==> src/rtl/gf_pkg.sv <==
// GF(2^m) helpers for the Chien column: constant-multiplier matrix builders,
// symbol type and the column sequencer state encoding.
package gf_pkg;

    localparam int unsigned GF_M     = 13;
    // Upper bound on symbol width handled by the constant functions (m < 32).
    localparam int unsigned GF_MAX_M = 32;

    typedef logic [GF_M-1:0]                     gf_sym_t;
    typedef logic [GF_MAX_M-1:0]                 gf_word_t;
    typedef logic [GF_MAX_M-1:0][GF_MAX_M-1:0]   gf_mat_t;

    typedef enum logic [1:0] {
        IDLE = 2'd0,
        RUN  = 2'd1,
        FIN  = 2'd2
    } gf_state_t;

    // Multiply by alpha (x) modulo the primitive polynomial; x^m is implicit.
    function automatic gf_word_t gf_mulx(input gf_word_t x, input int unsigned m,
                                         input gf_word_t poly);
        gf_word_t mask;
        gf_word_t r;
        mask = (gf_word_t'(1) << m) - gf_word_t'(1);
        r    = (x << 1) & mask;
        if (x[m-1]) begin
            r = r ^ (poly & mask);
        end
        return r;
    endfunction

    // alpha^k by repeated multiplication by alpha.
    function automatic gf_word_t gf_pow(input int unsigned k, input int unsigned m,
                                        input gf_word_t poly);
        gf_word_t r;
        r = gf_word_t'(1);
        for (int unsigned i = 0; i < k; i++) begin
            r = gf_mulx(r, m, poly);
        end
        return r;
    endfunction

    // Row c of the matrix is the image of basis alpha^c, i.e. alpha^(k+c).
    function automatic gf_mat_t gf_mat(input int unsigned k, input int unsigned m,
                                       input gf_word_t poly);
        gf_mat_t  mat;
        gf_word_t col;
        mat = '0;
        col = gf_pow(k, m, poly);
        for (int unsigned c = 0; c < m; c++) begin
            mat[c] = col;
            col    = gf_mulx(col, m, poly);
        end
        return mat;
    endfunction

endpackage

==> src/rtl/gf_chien_column_if.sv <==
// Load/stream bundle for the Chien column: start request in, product beats out.
interface gf_chien_column_if #(
    parameter int unsigned M = 13,
    parameter int unsigned P = 8
);
    localparam int unsigned SW = 16;

    logic            load;
    logic [M-1:0]    b;
    logic [SW-1:0]   num_steps;
    logic            out_ready;
    logic            out_valid;
    logic [P*M-1:0]  prod;
    logic            busy;
    logic            done;
    logic [SW-1:0]   step_idx;

    modport master (
        output load, b, num_steps, out_ready,
        input  out_valid, prod, busy, done, step_idx
    );

    modport slave (
        input  load, b, num_steps, out_ready,
        output out_valid, prod, busy, done, step_idx
    );
endinterface

==> src/rtl/gf_const_mult.sv <==
// Multiply a GF(2^M) symbol by the constant alpha^K as a fixed XOR network.
module gf_const_mult
    import gf_pkg::*;
#(
    parameter int unsigned  M    = 13,
    parameter logic [M-1:0] POLY = M'(13'h001B),
    parameter int unsigned  K    = 1
) (
    input  logic [M-1:0] x,
    output logic [M-1:0] y_c
);
    localparam gf_mat_t MAT = gf_mat(K, M, gf_word_t'(POLY));

    // Each set input bit contributes its constant basis image.
    always_comb begin
        y_c = '0;
        for (int unsigned c = 0; c < M; c++) begin
            if (x[c]) begin
                y_c = y_c ^ MAT[c][M-1:0];
            end
        end
    end
endmodule

==> src/rtl/gf_chien_column.sv <==
// Chien search column: streams P lanes of acc*alpha^(COL*(i+1)) per beat and
// advances acc by alpha^(COL*P) on each accepted beat.
// Optional macro GF_CHIEN_OUTREG_EN adds a registered output stage for
// prod/out_valid/step_idx (one extra cycle of latency, backpressure-safe).
module gf_chien_column
    import gf_pkg::*;
#(
    parameter int unsigned  M    = 13,
    parameter logic [M-1:0] POLY = M'(13'h001B),
    parameter int unsigned  P    = 8,
    parameter int unsigned  COL  = 7
) (
    input  logic             clk,
    input  logic             rst_n,
    gf_chien_column_if.slave bus
);
    localparam int unsigned CW = 16;
    localparam int unsigned PW = P * M;

    gf_state_t     state;
    logic [M-1:0]  acc;
    logic [M-1:0]  acc_step_c;
    logic [CW-1:0] cnt;
    logic [CW-1:0] idx;
    logic [PW-1:0] lanes_c;
    logic          core_valid_c;
    logic          core_ready_c;
    logic          core_fire_c;
    logic          fin_c;

    // Lane i scales the accumulator by alpha^(COL*(i+1)).
    for (genvar i = 0; i < P; i++) begin : g_lane
        gf_const_mult #(
            .M    (M),
            .POLY (POLY),
            .K    (COL * (i + 1))
        ) u_lane (
            .x   (acc),
            .y_c (lanes_c[i*M +: M])
        );
    end

    // Accumulator stepper: advance by a whole beat of lanes.
    gf_const_mult #(
        .M    (M),
        .POLY (POLY),
        .K    (COL * P)
    ) u_step (
        .x   (acc),
        .y_c (acc_step_c)
    );

    assign core_valid_c = (state == RUN) && (cnt != '0);
    assign core_fire_c  = core_valid_c && core_ready_c;
    assign bus.busy     = (state != IDLE);
    assign bus.done     = (state == FIN);

`ifdef GF_CHIEN_OUTREG_EN
    logic          ov_q;
    logic [PW-1:0] prod_q;
    logic [CW-1:0] sidx_q;

    // Stage accepts a new beat when empty or when its beat is being taken.
    assign core_ready_c = !ov_q || bus.out_ready;
    // Finish only once every beat is issued and the stage is draining.
    assign fin_c        = (cnt == '0) && core_ready_c;

    assign bus.out_valid = ov_q;
    assign bus.prod      = prod_q;
    assign bus.step_idx  = sidx_q;

    // Output stage: reload on empty/handshake; zeros when nothing is issued.
    always_ff @(posedge clk or negedge rst_n) begin
        if (!rst_n) begin
            ov_q   <= 1'b0;
            prod_q <= '0;
            sidx_q <= '0;
        end else if ((state == IDLE) && bus.load) begin
            sidx_q <= '0;
        end else if (core_ready_c) begin
            ov_q   <= core_valid_c;
            prod_q <= core_valid_c ? lanes_c : '0;
            if (core_valid_c) begin
                sidx_q <= idx;
            end
        end
    end
`else
    assign core_ready_c  = bus.out_ready;
    assign fin_c         = core_fire_c && (cnt == CW'(1));

    assign bus.out_valid = core_valid_c;
    assign bus.prod      = core_valid_c ? lanes_c : '0;
    assign bus.step_idx  = idx;
`endif

    // Sequencer: capture on load, step acc per accepted beat, pulse FIN once.
    always_ff @(posedge clk or negedge rst_n) begin
        if (!rst_n) begin
            state <= IDLE;
            acc   <= '0;
            cnt   <= '0;
            idx   <= '0;
        end else begin
            case (state)
                IDLE: begin
                    if (bus.load) begin
                        acc   <= bus.b;
                        cnt   <= bus.num_steps;
                        idx   <= '0;
                        state <= (bus.num_steps != '0) ? RUN : FIN;
                    end
                end
                RUN: begin
                    if (core_fire_c) begin
                        acc <= acc_step_c;
                        cnt <= cnt - CW'(1);
                        idx <= idx + CW'(1);
                    end
                    if (fin_c) begin
                        state <= FIN;
                    end
                end
                FIN: begin
                    state <= IDLE;
                end
                default: begin
                    state <= IDLE;
                end
            endcase
        end
    end
endmodule
==> src/flat_wrapper.sv <==
// flat-port wrapper written by rule: the top's interface ports become plain ports
module gf_chien_column_flat import gf_pkg::*;
#(
    parameter int unsigned  M    = 13,
    parameter logic [M-1:0] POLY = M'(13'h001B),
    parameter int unsigned  P    = 8,
    parameter int unsigned  COL  = 7
)
  (clk, rst_n, bus_load, bus_b, bus_num_steps, bus_out_ready, bus_out_valid, bus_prod, bus_busy, bus_done, bus_step_idx);
  gf_chien_column_if #(.M(M), .P(P)) bus_i ();
  input  logic clk;
  input  logic rst_n;
  input wire logic [$bits(bus_i.load)-1:0] bus_load;
  input wire logic [$bits(bus_i.b)-1:0] bus_b;
  input wire logic [$bits(bus_i.num_steps)-1:0] bus_num_steps;
  input wire logic [$bits(bus_i.out_ready)-1:0] bus_out_ready;
  output wire logic [$bits(bus_i.out_valid)-1:0] bus_out_valid;
  output wire logic [$bits(bus_i.prod)-1:0] bus_prod;
  output wire logic [$bits(bus_i.busy)-1:0] bus_busy;
  output wire logic [$bits(bus_i.done)-1:0] bus_done;
  output wire logic [$bits(bus_i.step_idx)-1:0] bus_step_idx;
  assign bus_i.load = bus_load;
  assign bus_i.b = bus_b;
  assign bus_i.num_steps = bus_num_steps;
  assign bus_i.out_ready = bus_out_ready;
  assign bus_out_valid = bus_i.out_valid;
  assign bus_prod = bus_i.prod;
  assign bus_busy = bus_i.busy;
  assign bus_done = bus_i.done;
  assign bus_step_idx = bus_i.step_idx;
  gf_chien_column #(.M(M), .POLY(POLY), .P(P), .COL(COL)) u_core (.clk(clk), .rst_n(rst_n), .bus(bus_i));
endmodule
==> config.mk <==
export PLATFORM = sky130hd
export DESIGN_NAME = gf_chien_column_flat
export DESIGN_NICKNAME = d
export VERILOG_FILES = /design/src/rtl/gf_pkg.sv /design/src/rtl/gf_chien_column_if.sv /design/src/rtl/gf_const_mult.sv /design/src/rtl/gf_chien_column.sv /design/src/flat_wrapper.sv
export SDC_FILE = /design/constraint.sdc
export NUM_CORES = 1
export LEC_CHECK = 0
export CAP_MARGIN = 0
export CORE_ASPECT_RATIO = 1.2
export CORE_UTILIZATION = 30
export CTS_BUF_LIST = sky130_fd_sc_hd__clkbuf_16
export DETAILED_ROUTE_END_ITERATION = 10
export PLACE_DENSITY_LB_ADDON = 0.1
export SLEW_MARGIN = 10
export SYNTH_ARGS = -nofsm -noshare
export SYNTH_HDL_FRONTEND = slang
export SYNTH_HIERARCHICAL = 1
export SYNTH_SLANG_ARGS = --single-unit
==> constraint.sdc <==
create_clock -name clk -period 9.5 [get_ports clk]
set_clock_uncertainty 0.2 [all_clocks]
set_input_delay 1.9 -clock clk [delete_from_list [all_inputs] [get_ports clk]]
set_output_delay 1.9 -clock clk [all_outputs]
set_load 0.01 [all_outputs]
# --- Yosys cells after proc, flatten, opt, wreduce, memory -nomap -nowiden ---
# Cells that the tools add are included.
classes:
  muxes: 118
  n_reduce_logical: 10
  n_bitwise: 96
  addsub: 2
  n_eq_ne: 6
ops:
  columns: ["op", "count"]
  rows:
  - ["$mux 13", 49]
  - ["$mux 12", 22]
  - ["$not 7->7", 18]
  - ["$mux 11", 10]
  - ["$not 4->4", 27]
  - ["$not 9->9", 12]
  - ["$mux 104", 1]
  - ["$mux 10", 10]
  - ["$not 6->6", 15]
  - ["$mux 16", 4]
  - ["$pmux 16 s2", 2]
  - ["$mux 9", 7]
  - ["$not 8->8", 6]
  - ["$not 10->10", 4]
  - ["$reduce_bool 16->1", 2]
  - ["$pmux 13 s2", 1]
  - ["$mux 8", 3]
  - ["$not 12->12", 2]
  - ["$add 16x1->16 const B", 1]
  - ["$eq 16x1->1 const B", 1]
  - ["$sub 16x1->16 const B", 1]
  - ["$mux 7", 2]
  - ["$mux 6", 2]
  - ["$not 3->4", 3]
  - ["other kinds (16)", 27]
totals:
  ff_bits: 47
  out_inout_bits: 123
  inputBits: 33

# --- Depth between registers and ports, before layout ---
# Gate-level depths: netlist (run 1).
depth:
  word_depth: 27
  depth_mapped: 9
  ltp_nobuf: 7

# --- Hierarchy ---
# Netlist (run 1), hierarchy kept.
by_module_without_submodules:
  columns: ["module", "cells_each", "n_inst", "area_each_um2"]
  rows:
  - ["gf_chien_column", 429, 1, 3359.5]
  - ["gf_const_mult at u_core.g_lane[7].u_lane ...", 38, 2, 386.6]
  - ["gf_const_mult at u_core.g_lane[4].u_lane", 47, 1, 595.6]
  - ["gf_const_mult at u_core.g_lane[3].u_lane", 45, 1, 485.5]
  - ["gf_const_mult at u_core.g_lane[5].u_lane", 37, 1, 439.2]
  - ["gf_const_mult at u_core.g_lane[1].u_lane", 30, 1, 390.4]
  - ["gf_const_mult at u_core.g_lane[2].u_lane", 40, 1, 365.4]
  - ["gf_const_mult at u_core.g_lane[6].u_lane", 36, 1, 341.6]
  - ["gf_const_mult at u_core.g_lane[0].u_lane", 20, 1, 178.9]

# --- Least setup slack after synthesis (run 1) ---
# OpenSTA, ideal clock, no wires.
synth_timing:
  path_type: "reg2out"
  startpoint: "reg u_core.acc[9]"
  endpoint: "out bus_prod[52]"
  n_path_buf: 1
  path_stages_with_launch: 6
  arrival_time_ns: 2.396
  path_slack_ns: 5.004
  required_time_ns: 7.400
  path_cell_list: "dfrtp_1 buf_4 xnor3_2 xnor2_4 xnor2_1 and3_1"
synth_via:
  elab_chain_len: 7
synth_lines:
  columns: ["item", "line", "rtl"]
  rows:
  - ["start, declared", "gf_chien_column.sv:21", "logic [M-1:0] acc;"]
  - ["start signal, assigned", "gf_chien_column.sv:108", "acc <= bus.b;"]
  - ["start signal, assigned", "gf_chien_column.sv:116", "acc <= acc_step_c;"]
  - ["$mux 13 (*)", "gf_const_mult.sv:18", "if (x[c]) begin"]
  - ["$not 9->9 (no line)", null, null]
  - ["$mux 12 (*)", "gf_const_mult.sv:18", null]
  - ["$mux 13 (*)", "gf_const_mult.sv:18", null]
  - ["$not 10->10 (no line)", null, null]
  - ["$mux 13 (*)", "gf_const_mult.sv:18", null]
  - ["named net u_core.lanes_c[52]", "gf_chien_column.sv:25", "logic [PW-1:0] lanes_c;"]
  - ["$mux 104 (*)", "gf_chien_column.sv:93", "assign bus.prod = core_valid_c ? lanes_c : '0;"]
  - ["end, declared", "flat_wrapper.sv:18", "output wire logic [$bits(bus_i.prod)-1:0] bus_prod;"]
# The timed path passes the listed nets; every way through them passes the cells marked *.

# --- Worst setup path in the final report (run 1) ---
layout_timing:
  startpoint: "reg u_core.cnt[0]"
  endpoint: "out bus_prod[42]"
layout_via:
  elab_chain_len: 3
layout_lines:
  columns: ["item", "line", "rtl"]
  rows:
  - ["start, declared", "gf_chien_column.sv:23", "logic [CW-1:0] cnt;"]
  - ["start signal, assigned", "gf_chien_column.sv:109", "cnt <= bus.num_steps;"]
  - ["start signal, assigned", "gf_chien_column.sv:117", "cnt <= cnt - CW'(1);"]
  - ["$reduce_bool 16->1", "gf_chien_column.sv:53", "assign core_valid_c = (state == RUN) && (cnt != '0);"]
  - ["$logic_and 1x1->1", "gf_chien_column.sv:53", null]
  - ["$mux 104", "gf_chien_column.sv:93", null]
# Every way passes these cells.

==> results of run 1 <==
==> final timing paths <==
check                                                        start                             endpoint  slack, ns
worst max-delay path                     u_core/cnt[0]$_DFFE_PN0P_                         bus_prod[42]       4.04
max in group asynchronous                                    rst_n            u_core/acc[9]$_DFFE_PN0P_       7.11
worst min-delay path            u_core/bus.step_idx[2]$_DFFE_PN0P_   u_core/bus.step_idx[2]$_DFFE_PN0P_       0.34
worst min register to register  u_core/bus.step_idx[2]$_DFFE_PN0P_   u_core/bus.step_idx[2]$_DFFE_PN0P_       0.34
min in group asynchronous                                    rst_n  u_core/bus.step_idx[15]$_DFFE_PN0P_       1.49
worst max register to register           u_core/cnt[0]$_DFFE_PN0P_            u_core/cnt[7]$_DFFE_PN0P_       6.14
==> kinds of logic (layout without fill, tap and decap cells) <==
family | count (synthesis) | in the layout
xor+xnor | 329 | 329
compound gates | 76 | 76
buf+inv | 57 | 179
flops | 47 | 47
simple gates | 246 | 246
fa+ha+maj | 3 | 3
mux | 2 | 2
==> worst reg2reg max path, stage by stage, from the launching register on <==
cell     delay [ns]
dfrtp_1        0.42
inv_1          0.10
ha_1           0.22
or3b_2         0.51
or4_4          0.81
a31o_1         0.40
buf_4          0.28
a21oi_1        0.22
a21oi_1        0.06
==> final cells by class <==
| cell class | instances | share of cell area [%] |
|---|---|---|
| multi-input combinational | 656 | 61.93 |
| timing repair buffer | 168 | 18.68 |
| sequential | 47 | 13.45 |
| tap | 279 | 3.966 |
| clock buffer | 5 | 1.421 |
| clock inverter | 3 | 0.4264 |
| inverter | 3 | 0.1279 |
==> registers in the layout, summed over array words and instances (netlist names) <==
name and count:
u_core/bus.step_idx 16, u_core/cnt 16, u_core/acc 13, u_core/state 2
==> routing by layer <==
metal  vias up  GRT usage, %  wire [um]  share of wire [%]
met3         5         1.867        753                3.8
li1       2808             -          -                  -
met4         0         1.843         87               0.44
met5         -             0          0                  0
met2       116         30.56       9901                 50
met1      2588         21.88       8959                 45
==> through the flow <==
| step | area (sq um) | hold WS (ns) |
|---|---|---|
| global placement | 8640 | 0.3223 |
| CTS | 8802 | 0.3476 |
| global route | 8802 | 0.3684 |
| floorplan | 6929 | 0.3050 |
| detailed placement | 8640 | 0.3315 |
| finish | 8802 | 0.3360 |
==> layout by cell type (no fill, tap or decap), types with 2 or more instances in the layout <==
master,instances
and3_1,110
nand4_1,8
o32ai_1,2
xor3_1,8
dfrtp_1,41
clkbuf_16,5
nor4_1,6
or4_1,4
o21ai_0,12
inv_1,5
ha_1,3
nand2_1,53
clkdlybuf4s50_1,154
nand3b_1,2
dfrtp_2,6
nand2b_1,3
xor2_2,14
a31oi_1,13
xnor2_2,11
a21oi_1,32
and4_1,3
xnor3_1,23
buf_4,13
xnor2_1,196
and2_1,2
nor3_1,2
xor2_1,73
o22ai_1,9
nor2_1,29
nand3_1,11
or3_1,7
==> out/metrics.json, run 1 <==
{
  "cts_htree_levels": {"value": 2},
  "starting_density": {"value": 30.77, "unit": "%"},
  "hpwl": {"value": 13510, "unit": "um"},
  "timing.final.setup_violations": {"value": 0},
  "worst-path-stages": {"value": 6},
  "criticalPathCategory": {"value": "reg -> out"},
  "clock_sinks": {"value": 47},
  "muxShareOfSynthArea": {"value": 0.3070, "unit": "%"},
  "route.antenna.remaining_nets": {"value": 0},
  "min_delay_path_depth": {"value": 1},
  "n_antenna_cell": {"value": 0},
  "primary_flip_flop_cell_chosen_by_synthesis_mapping": {"value": "dfrtp_1"},
  "postSynthCellCount": {"value": 760},
  "synth_edf_count": {"value": 0},
  "report.final.hold_viol_count": {"value": 0},
  "drv.max_cap_violation_count": {"value": 0},
  "tns": {"value": 0, "unit": "ns"},
  "synth.avg_cell_area": {"value": 9.117, "unit": "sq um"},
  "cts.path.max_buffers": {"value": 2},
  "slew_viol_final": {"value": 0},
  "cts.clk_slew.worst_paths": {"value": 0.07, "unit": "ns"},
  "wirelength": {"value": 19700, "unit": "um"},
  "detail_route.vias_per_cell": {"value": 4.752},
  "seqCellArea": {"value": 0.001184, "unit": "sq mm"},
  "post_cts_setup_bufs": {"value": 0},
  "avgRoutedWirePerCell": {"value": 16.97, "unit": "um"},
  "post_cts_resized": {"value": 0},
  "floorplan.rows": {"value": 60},
  "yosysTopAreaCellShare": {"value": 24.77, "unit": "%"},
  "synthXorXnorAreaFrac": {"value": 51.57, "unit": "%"},
  "vias": {"value": 5517},
  "highest_attainable_clock_frequency": {"value": 183.3, "unit": "MHz"},
  "numCtsBuffers": {"value": 5},
  "cts-hold-fix-buffers": {"value": 0},
  "status": {"value": "completed"},
  "worstSetupEndpointType": {"value": "output pin"},
  "finalNonFillerCells": {"value": 1161},
  "critPathMaxFanout": {"value": 119},
  "place.detailed.instances": {"value": 1153},
  "post-synth-top-count-cell": {"value": "xnor2_1"},
  "post-place-ws": {"value": 4.385, "unit": "ns"},
  "timing.critical_path.required": {"value": 7.40, "unit": "ns"},
  "n_fill_cell": {"value": 2309},
  "ys_top_cells_by_area": {"value": "xnor2_1 (25%), dfrtp_1 (17%), and3_1 (9.9%), xor2_1 (9.2%), xnor3_1 (7.5%)"},
  "timing.slew.headroom": {"value": 31.35, "unit": "%"},
  "timing.final.crit_period": {"value": 5.456, "unit": "ns"},
  "placement.io_buffers": {"value": 155},
  "timing.critical_path.max_delay_family": {"value": "simple AND/OR/NAND/NOR gates"},
  "ys_ff_latch": {"value": 47},
  "worst_skew_pair.late_latency": {"value": 0.29, "unit": "ns"},
  "drc": {"value": 0},
  "final.period_utilization": {"value": 57.43, "unit": "%"},
  "worstRegToRegCells": {"value": 8},
  "firstDrtPassIters": {"value": 4},
  "netlist_area": {"value": 0.006929, "unit": "sq mm"},
  "fp.dieArea": {"value": 0.02371, "unit": "sq mm"},
  "drt_first_iter_violations": {"value": 217},
  "utilization_of_the_core_after_routing": {"value": 39.08, "unit": "%"},
  "worst_ep_arrival_time": {"value": 3.36, "unit": "ns"},
  "grt.total_usage": {"value": 16.80, "unit": "%"},
  "grt_first_pass_wirelength": {"value": 31660, "unit": "um"},
  "finalNetCount": {"value": 917},
  "worstPathCellList": {"value": "inv_1, ha_1, or3b_2, or4_4, and3_1, clkdlybuf4s50_1"},
  "rsz0062_at_grt": {"value": "no"},
  "slowest_stage": {"value": "or4_4"},
  "dominant_combinational_cell_family_by_area_after_synthesis": {"value": "XOR/XNOR gates"},
  "critical_path.n_buffers_inverters": {"value": 2},
  "seq_area_frac_synth": {"value": 16.97, "unit": "%"},
  "synth-adder-area-share": {"value": 0.5417, "unit": "%"},
  "design.core.area": {"value": 0.02252, "unit": "sq mm"},
  "worstHoldPathType": {"value": "reg -> reg"},
  "boundaryPins": {"value": 156},
  "floorplan.die.width": {"value": 140.7, "unit": "um"},
  "globalplace.congestion": {"value": 0.7682},
  "synth-simple-area-share": {"value": 19.39, "unit": "%"},
  "grt_antenna_before_repair": {"value": 0},
  "tritoncts_clock_tree": {"value": "done"},
  "netlist.top_cell.by_area": {"value": "xnor2_1"},
  "synthesis.nets": {"value": 796},
  "grt_max_degree": {"value": 120},
  "startpoint_type": {"value": "flop"},
  "slew_at_the_pin_closest_to_its_max_slew_limit": {"value": 1.030, "unit": "ns"},
  "area.growth.synth_to_final": {"value": 27.03, "unit": "%"},
  "post_route_cells_drive_above_1_share": {"value": 7.029, "unit": "%"},
  "multiInputGateArea": {"value": 0.005451, "unit": "sq mm"},
  "grt_pass1_vias": {"value": 5493},
  "post_synth_num_cell_types": {"value": 52},
  "ys_top_cells_by_count": {"value": "xnor2_1 (196), and3_1 (110), xor2_1 (73)"},
  "cpPeakStageDelay": {"value": 0.81, "unit": "ns"},
  "die_h": {"value": 168.5, "unit": "um"},
  "grt_overflow": {"value": 0},
  "fraction_of_the_mapped_netlist_area_in_compound_gates": {"value": 6.753, "unit": "%"},
  "ys.warnings.count": {"value": 6},
  "cts-root-buf": {"value": "clkbuf_16"},
  "final_ws_setup": {"value": 4.044, "unit": "ns"},
  "synth_async_sr_flop_share": {"value": 100.0, "unit": "%"}
}
Power of run 1 is not shown: default switching activity piles up to over one toggle a cycle in this logic, so the estimate is an artifact.
==> run 2, diff against run 1 <==
==> constraint.sdc (replaced) <==
create_clock -name clk -period 4.8 [get_ports clk]
set_clock_uncertainty 0.2 [all_clocks]
set_input_delay 0.96 -clock clk [delete_from_list [all_inputs] [get_ports clk]]
set_output_delay 0.96 -clock clk [all_outputs]
set_load 0.01 [all_outputs]
==> run 2 against run 1 <==
  * Routed wire length grew 3.6%
  * Worst setup slack lost 3.8 ns
  * Die area is the same
  * Register-to-register slack lost 4.8 ns
  * Final area grew 0.77%
  * First-iteration DRC count grew 7.4%
  * Critical path depth is the same
  * Non-clock buffer count grew 7
==> out/metrics.json, run 2 (same netlist as run 1, synthesis figures left out) <==
{
  "status": {"value": "completed", "change": "unchanged"},
  "worstSetupEndpointType": {"value": "output pin", "change": "unchanged"},
  "criticalPathCategory": {"value": "reg -> out", "change": "unchanged"},
  "worst_ep_arrival_time": {"value": 3.37, "unit": "ns", "change": "was 3.36 ns"},
  "cts-root-buf": {"value": "clkbuf_16", "change": "unchanged"},
  "post_cts_resized": {"value": 0, "change": "unchanged"},
  "report.final.hold_viol_count": {"value": 0, "change": "unchanged"},
  "timing.final.setup_violations": {"value": 0, "change": "unchanged"},
  "final.period_utilization": {"value": 94.34, "unit": "%"},
  "floorplan.rows": {"value": 60, "change": "unchanged"},
  "numCtsBuffers": {"value": 5, "change": "unchanged"},
  "cts.path.max_buffers": {"value": 2, "change": "unchanged"},
  "drt_first_iter_violations": {"value": 233, "change": "was 217"},
  "slew_viol_final": {"value": 0, "change": "unchanged"},
  "worstHoldPathType": {"value": "reg -> reg", "change": "unchanged"},
  "tritoncts_clock_tree": {"value": "done", "change": "unchanged"},
  "grt.total_usage": {"value": 17.45, "unit": "%", "change": "was 16.80%"},
  "cts_htree_levels": {"value": 2, "change": "unchanged"},
  "post_cts_setup_bufs": {"value": 0, "change": "unchanged"},
  "drc": {"value": 0, "change": "unchanged"},
  "route.antenna.remaining_nets": {"value": 0, "change": "unchanged"},
  "timing.critical_path.required": {"value": 3.64, "unit": "ns", "change": "was 7.40 ns"},
  "rr_startpoint": {"value": "u_core/cnt[0]$_DFFE_PN0P_", "change": "unchanged"},
  "die_h": {"value": 168.5, "unit": "um", "change": "unchanged"},
  "n_antenna_cell": {"value": 0, "change": "unchanged"},
  "highest_attainable_clock_frequency": {"value": 220.8, "unit": "MHz"},
  "clock_sinks": {"value": 47, "change": "unchanged"},
  "cts.clk_slew.worst_paths": {"value": 0.07, "unit": "ns", "change": "about the same"},
  "grt_first_pass_wirelength": {"value": 32800, "unit": "um", "change": "was 31,660 um"},
  "detail_route.vias_per_cell": {"value": 4.815, "change": "was 4.752"},
  "post-place-ws": {"value": 0.6444, "unit": "ns", "change": "was 4.385 ns"},
  "finalNetCount": {"value": 924, "change": "was 917"},
  "area.growth.synth_to_final": {"value": 28.01, "unit": "%", "change": "was 27.03%"},
  "tns": {"value": 0, "unit": "ns", "change": "unchanged"},
  "drv.max_cap_violation_count": {"value": 0, "change": "unchanged"},
  "grt_antenna_before_repair": {"value": 0, "change": "unchanged"},
  "hpwl": {"value": 14200, "unit": "um", "change": "was 13,510 um"},
  "floorplan.die.width": {"value": 140.7, "unit": "um", "change": "unchanged"},
  "placement.io_buffers": {"value": 155, "change": "unchanged"},
  "wirelength": {"value": 20410, "unit": "um", "change": "was 19,700 um"},
  "avgRoutedWirePerCell": {"value": 17.47, "unit": "um", "change": "was 16.97 um"},
  "fp.dieArea": {"value": 0.02371, "unit": "sq mm", "change": "unchanged"},
  "boundaryPins": {"value": 156, "change": "unchanged"},
  "cts-hold-fix-buffers": {"value": 0, "change": "unchanged"},
  "post_route_cells_drive_above_1_share": {"value": 7.762, "unit": "%", "change": "was 7.029%"},
  "vias": {"value": 5624, "change": "was 5,517"},
  "firstDrtPassIters": {"value": 4, "change": "unchanged"},
  "slew_at_the_pin_closest_to_its_max_slew_limit": {"value": 1.093, "unit": "ns", "change": "was 1.030 ns"},
  "timing.slew.headroom": {"value": 27.13, "unit": "%", "change": "was 31.35%"},
  "final_ws_setup": {"value": 0.2718, "unit": "ns", "change": "was 4.044 ns"},
  "design.core.area": {"value": 0.02252, "unit": "sq mm", "change": "unchanged"},
  "timing.final.crit_period": {"value": 4.528, "unit": "ns"},
  "worst_skew_pair.late_latency": {"value": 0.29, "unit": "ns", "change": "about the same"},
  "cp-startpoint": {"value": "u_core/cnt[0]$_DFFE_PN0P_", "change": "unchanged"},
  "rsz0062_at_grt": {"value": "no", "change": "unchanged"},
  "startpoint_type": {"value": "flop", "change": "unchanged"},
  "grt_max_degree": {"value": 120, "change": "unchanged"},
  "most-common-layout-cells": {"value": "xnor2_1 (196), clkdlybuf4s50_1 (154), and3_1 (110)", "change": "unchanged"},
  "starting_density": {"value": 30.77, "unit": "%", "change": "unchanged"},
  "grt_pass1_vias": {"value": 5711, "change": "was 5,493"},
  "critPathMaxFanout": {"value": 119, "change": "unchanged"},
  "grt_overflow": {"value": 0, "change": "unchanged"},
  "globalplace.congestion": {"value": 0.7609, "change": "was 0.7682"},
  "holdCritStartpoint": {"value": "u_core/bus.step_idx[2]$_DFFE_PN0P_", "change": "unchanged"},
  "layout.cells.most_common": {"value": "xnor2_1", "change": "unchanged"}
}
## run 2: changes by cell type in the layout (fill, tap and decap cells not counted), sizes merged
cell,change
buf,+7
clkinv,+2
inv,-2
bufinv,-1
clkinvlp,+1
## run 2: routing by layer
layer  vias up  GRT usage (%)  routed length (um)
li1       2816              -                   -
met1      2668          22.40                9216
met2       128          31.84               10230
met3        12          2.093                 801
met4         0          2.363                 157
met5         -              0                   0
## run 2: final cells by class
type                       count  area, sq um
timing repair buffer         175         1734
clock inverter                 3        15.01
tap                          279        349.1
multi-input combinational    656         5451
inverter                       3        11.26
sequential                    47         1184
clock buffer                   5        125.1
fill                        2304        13650
## run 2: worst paths after layout
kind / to / slack [ns] / depth (start not counted)
max in group asynchronous: u_core/acc[12]$_DFFE_PN0P_ / 3.31 / 2
min reg2reg: u_core/bus.step_idx[2]$_DFFE_PN0P_ / 0.33 / 1
max: bus_prod[98] / 0.27 / 6
max reg2reg: u_core/cnt[9]$_DFFE_PN0P_ / 1.31 / 8
min in group asynchronous: u_core/bus.step_idx[14]$_DFFE_PN0P_ / 0.57 / 2
min: u_core/bus.step_idx[2]$_DFFE_PN0P_ / 0.33 / 1
## run 2: critical path: stages, from the launching register on
cell,delay [ns]
dfrtp_1,0.42
inv_1,0.11
ha_1,0.21
or3b_2,0.50
or4_4,0.80
and3_1,0.41
clkdlybuf4s50_1,0.50
## run 2: stage by stage
stage          instance area [sq um]  util, %  hold WS, ns  cells
2_1_floorplan                   6929        -       0.3050    760
3_3_place_gp                    8730    38.76       0.3137   1160
3_5_place_dp                    8730    38.76       0.3105   1160
4_1_cts                         8870    39.38       0.3245   1168
5_1_grt                         8870    39.38       0.3704   1168
6_report                        8870    39.38       0.3286   1168
Power of run 2 is left out for the same reason.
